`config.mk`:
```
export PLATFORM = sky130hd
export DESIGN_NAME = seq_det_ctrl_flat
export DESIGN_NICKNAME = d
export VERILOG_FILES = /design/src/rtl/seq_det_ctrl_if.sv /design/src/rtl/seq_det_ctrl.sv /design/src/flat_wrapper.sv
export SDC_FILE = /design/constraint.sdc
export NUM_CORES = 1
export LEC_CHECK = 0
export ABC_AREA = 1
export BUFFER_PORTS_ARGS = -buffer_cell sky130_fd_sc_hd__buf_2
export CELL_PAD_IN_SITES_DETAIL_PLACEMENT = 2
export CELL_PAD_IN_SITES_GLOBAL_PLACEMENT = 2
export CORE_MARGIN = 2
export CORE_UTILIZATION = 34
export DETAILED_ROUTE_END_ITERATION = 10
export PLACE_DENSITY = 0.84
export SLEW_MARGIN = 30
export SYNTH_ARGS = -nofsm -noshare
export SYNTH_HDL_FRONTEND = slang
export SYNTH_SLANG_ARGS = --single-unit
```
`constraint.sdc`:
```
create_clock -name clk -period 4.5 [get_ports clk]
set_input_delay 0.9 -clock clk [delete_from_list [all_inputs] [get_ports clk]]
set_output_delay 0.9 -clock clk [all_outputs]
set_load 0.01 [all_outputs]
```
`src/rtl/seq_det_ctrl_if.sv`:
```
// seq_det_ctrl_if: configuration handshake for seq_det_ctrl
interface seq_det_ctrl_if #(parameter int CNT_W = 8);
  logic             cfg_valid;
  logic             cfg_ready;
  logic [3:0]       cfg_pattern;
  logic [CNT_W-1:0] cfg_target;
  modport master(output cfg_valid, cfg_pattern, cfg_target, input cfg_ready);
  modport slave(input cfg_valid, cfg_pattern, cfg_target, output cfg_ready);
endinterface

```
`src/rtl/seq_det_ctrl.sv`:
```
// seq_det_ctrl: run-controlled overlapping 4-bit serial pattern detector with match counter
module seq_det_ctrl #(
  parameter int CNT_W = 8
) (
  input  logic             clk,
  input  logic             reset,
  seq_det_ctrl_if.slave    cfg,
  input  logic             start,
  input  logic             stop,
  input  logic             x,
  input  logic             x_valid,
  output logic             z,
  output logic [CNT_W-1:0] match_count,
  output logic             busy,
  output logic             done
);
  typedef enum logic [1:0] {IDLE, RUN, DONE} state_t;
  state_t           state;
  logic [3:0]       pattern_reg;
  logic [CNT_W-1:0] target_reg;
  logic [2:0]       hist;
  logic [1:0]       fill;
  logic             hit_target;
  logic             restart;
  assign z           = state == RUN && x_valid && fill == 2'd3 && {hist, x} == pattern_reg;
  assign hit_target  = z && target_reg != '0 && match_count + CNT_W'(1) == target_reg;
  assign restart     = start && (state == IDLE || (state == DONE && !stop));
  assign cfg.cfg_ready = state == IDLE;
  assign busy        = state == RUN;
  assign done        = state == DONE;
  always_ff @(posedge clk or negedge reset) begin
    if (!reset) begin
      state       <= IDLE;
      pattern_reg <= 4'b0101;
      target_reg  <= '0;
      match_count <= '0;
      hist        <= '0;
      fill        <= '0;
    end else begin
      if (cfg.cfg_valid && cfg.cfg_ready) begin
        pattern_reg <= cfg.cfg_pattern;
        target_reg  <= cfg.cfg_target;
      end
      if (restart) begin
        state       <= RUN;
        match_count <= '0;
        hist        <= '0;
        fill        <= '0;
      end else if (state == DONE && stop) begin
        state <= IDLE;
      end else if (state == RUN) begin
        if (x_valid) begin
          hist <= {hist[1:0], x};
          fill <= fill == 2'd3 ? fill : fill + 2'd1;
        end
        // stop beats reaching the target; the count still records the match
        if (z && !(&match_count)) match_count <= match_count + CNT_W'(1);
        state <= stop ? IDLE : hit_target ? DONE : RUN;
      end
    end
  end
endmodule

```
`src/flat_wrapper.sv`:
```
// flat-port wrapper written by rule: the top's interface ports become plain ports
module seq_det_ctrl_flat 
#(
  parameter int CNT_W = 8
)
  (clk, reset, start, stop, x, x_valid, z, match_count, busy, done, cfg_cfg_valid, cfg_cfg_pattern, cfg_cfg_target, cfg_cfg_ready);
  seq_det_ctrl_if #(.CNT_W(CNT_W)) cfg_i ();
  input  logic clk;
  input  logic reset;
  input  logic start;
  input  logic stop;
  input  logic x;
  input  logic x_valid;
  output logic z;
  output logic [CNT_W-1:0] match_count;
  output logic busy;
  output logic done;
  input wire logic [$bits(cfg_i.cfg_valid)-1:0] cfg_cfg_valid;
  input wire logic [$bits(cfg_i.cfg_pattern)-1:0] cfg_cfg_pattern;
  input wire logic [$bits(cfg_i.cfg_target)-1:0] cfg_cfg_target;
  output wire logic [$bits(cfg_i.cfg_ready)-1:0] cfg_cfg_ready;
  assign cfg_i.cfg_valid = cfg_cfg_valid;
  assign cfg_i.cfg_pattern = cfg_cfg_pattern;
  assign cfg_i.cfg_target = cfg_cfg_target;
  assign cfg_cfg_ready = cfg_i.cfg_ready;
  seq_det_ctrl #(.CNT_W(CNT_W)) u_core (.clk(clk), .reset(reset), .cfg(cfg_i), .start(start), .stop(stop), .x(x), .x_valid(x_valid), .z(z), .match_count(match_count), .busy(busy), .done(done));
endmodule
```
==> run summary <==
The run gives 1.70 ns as the arrival time at the worst endpoint. The flow ran to the end, and the final reports show no timing, DRC or antenna violations. Post-detailed-routing wire length: 4470 um. The worst setup path is captured at an output pin. The logs give 1412 for the via total after detailed routing and 0 for the max-capacitance violation count. The cell at the root of the clock tree is sky130_fd_sc_hd__clkbuf_8.

In this run the power density over the cells is 492 mW/mm^2. The number of placed instances, taps included, is 265. The net count of the finished layout was 239; the global-route usage over all layers was 19.6%. For the worst-skew pair, the clock arrives at the later sink with an insertion delay of 0.28 ns. For the global routing usage on met2, the log shows 35.8%. The critical path is of the primary input to output pin type. Number of post-CTS setup repair buffers: 0. The clock period could shrink to 2.60 ns. The run gives 0.812 as the final RePlAce weighted congestion.

The number of standard-cell rows in the floorplan was 24; the number of detailed-route iterations in the first pass was 4. During placement, the flow inserted port buffers numbering 30. In this design, the stage delay of the slowest critical-path cell is 0.16 ns. Most area-hungry cell type in the Yosys netlist: sky130_fd_sc_hd__dfrtp_1. For the largest net degree at the start of global routing, the log shows 28. The logs give 882 uW for the overall power consumption and 24.4% for the met1 track demand over resource. 31 I/O pins were placed. Setup repair after global routing left no endpoint under its margin. From left edge to right edge, the die measures 71.3 um. The area of the placeable core was 0.00435 mm^2; the area of all placed cells without fillers was 0.00179 mm^2. In the final timing run, aggregate negative setup slack is 0 ns.

The tools report the peak clock frequency supported by timing as 385 MHz. The remaining routing DRC violations came out at 0. The final standard cell count with taps included and fillers excluded is 269. For the total setup violations reported at the end of the flow, the log shows 0. The CTS clock-pin slew for the worst setup and hold paths is 0.09 ns. The total overflow reported by the global router came out at 0.

The first global-routing pass estimated 7710 um of wire. The layer flagged by global routing as most heavily used is met2. The final critical path takes up 57.7% of the cycle. The number of global-route vias before repair is 1588, and the routed via count divided by cell count is 5.25. The run gives 0 as the count of cells resized by post-cts repair. The mean post-synth cell area was 8.36 um^2; the count of final hold-check violations was 0. In this run the deepest clock path goes through 2 buffers. The run gives 3.60 ns as the worst endpoint required time. The run gives 3650 um as the half-perimeter wire length of the detailed placement result.

The highest net fanout along the worst path was 3; the antenna violation net count after detailed routing was 0. Measured against its own limit, the worst slew margin works out to 53.3%. The run gives 0.00175 mm^2 as the placed cell area. The area fraction of the dominant cell type after synthesis works out to 40.7%. The H-tree level count came out at 1. The netlist area before placement was 0.00154 mm^2.

The analysis attributes to cell leakage a power of 0.895 nW. The die extent in y is 71.3 um, and the maximum vdd drop is 0.000229 V. The slowest stage of the critical path belongs to the cell sky130_fd_sc_hd__buf_2. The run gives 41.2% as the utilization after layout. The area of the die came out at 0.00508 mm^2. The most common cell after layout, fill and taps aside is sky130_fd_sc_hd__nand2_1.

Synthesis produced 184 cells. TritonCTS built the clock tree. The repair_antennas step left the layout with diodes totalling 0. Yosys attributes the largest share of cell area to sky130_fd_sc_hd__dfrtp_1 (41%), sky130_fd_sc_hd__nand2_1 (9.5%), sky130_fd_sc_hd__nand3_1 (5.2%). The portion of the post-synthesis area used by sequential elements was 44.1%; the post-route clock skew was 0.00577 ns.

The average wire per standard cell was 16.6 um. The top cell types in the final layout, fill and taps aside, are sky130_fd_sc_hd__nand2_1 (39), sky130_fd_sc_hd__buf_2 (30), sky130_fd_sc_hd__dfrtp_1 (25), sky130_fd_sc_hd__inv_1 (20), sky130_fd_sc_hd__nor2_1 (19). The number of DRC violations after detailed-routing iteration 0 came out at 63.

During synthesis, Yosys emitted a total of 0 warnings. Type of the tightest min-delay check: flip-flop to flip-flop. The post-cts hold buffer count was 0; the synthesis-stage register bit count was 27. The number of nets in the synthesized netlist is 205.

The area growth from synthesis to layout is 16.6%. Traced cell by cell, the critical path runs through buf_2, inv_1, nand2_1, nand2_1, nor2_2, nand2_4, nor2_8, buf_2. The tools report the initial antenna violation count as 0.

For met3 alone, demand over resource in global routing was 2.95%. The tools report the initial core utilization as 35.3%. The number of buffers created by CTS is 3. For the pin with the worst max-slew slack, the measured transition is 0.699 ns. For the number of distinct library cells after synthesis, the log shows 33. The category of the worst setup path launch point was a primary input. Cells with a size suffix above 1 make up 28.6% of the layout. The logs give 0 for the number of slew-limit violations in the final report and 27 for the count of clock tree sinks.
## cell families after synthesis
group / synth area share, %
mux: 3.66
flops: 44.1
xor+xnor: 2.28
compound gates: 11.8
buf+inv: 5.93
simple gates: 30.7
fa+ha+maj: 1.63
## routing by layer
metal / vias up / share of wire [%]
met5: - / 0
met4: 0 / 1.0
met3: 5 / 3.2
met2: 27 / 54
met1: 712 / 42
li1: 668 / -
## stage by stage
stage / worst slack, ns / hold slack, ns
after floorplan: 2.24 / 0.440
after global placement: 1.97 / 0.455
after detailed placement: 1.91 / 0.484
after CTS: 1.90 / 0.497
after global routing: 1.82 / 0.524
final: 1.90 / 0.490
## cell usage after synthesis, drive strengths merged
cell and instances:
or2 1, ha 2, nand4 2, nand3 17, o21bai 1, dfstp 2, nand2 46, nor2 27
o211ai 1, xor2 1, clkinv 2, a21oi 10, nand3b 1, nor3 1, dfrtp 25, mux2 5
o31ai 1, xnor2 3, o22ai 7, o21ai 7, buf 1, inv 21
## path summary, 6_finish.rpt
| path | start | endpoint | slack [ns] | depth (start not counted) |
|---|---|---|---|---|
| min reg2reg | u_core.fill[0] | u_core.fill[0] | 0.49 | 1 |
| max in group asynchronous | reset | u_core.fill[1] | 3.45 | 1 |
| min | u_core.fill[0] | u_core.fill[0] | 0.49 | 1 |
| min in group asynchronous | reset | u_core.match_count[0] | 0.63 | 1 |
| max reg2reg | u_core.match_count[0] | u_core.state[0] | 2.67 | 12 |
| max | x | z | 1.90 | 8 |
## layout make-up
cell class | instances | area, um^2
Fill cell | 499 | 2560
Multi-Input combinational cell | 133 | 769
Sequential cell | 27 | 678
Timing Repair Buffer | 30 | 150
Inverter | 23 | 86.3
Tap cell | 52 | 65.1
Clock buffer | 4 | 45.0
## power by group
group | internal (mW) | switching, mW | total (mW)
clock | 0.0636 | 0.0781 | 0.142
combinational | 0.132 | 0.206 | 0.337
sequential | 0.329 | 0.0743 | 0.403
## worst max-delay path, delay by kind of cell
family | cells | cell delay, ns
buffers and inverters | 3 | 0.30
AND/OR/NAND/NOR | 5 | 0.50
(Power assumes the default switching activity.)
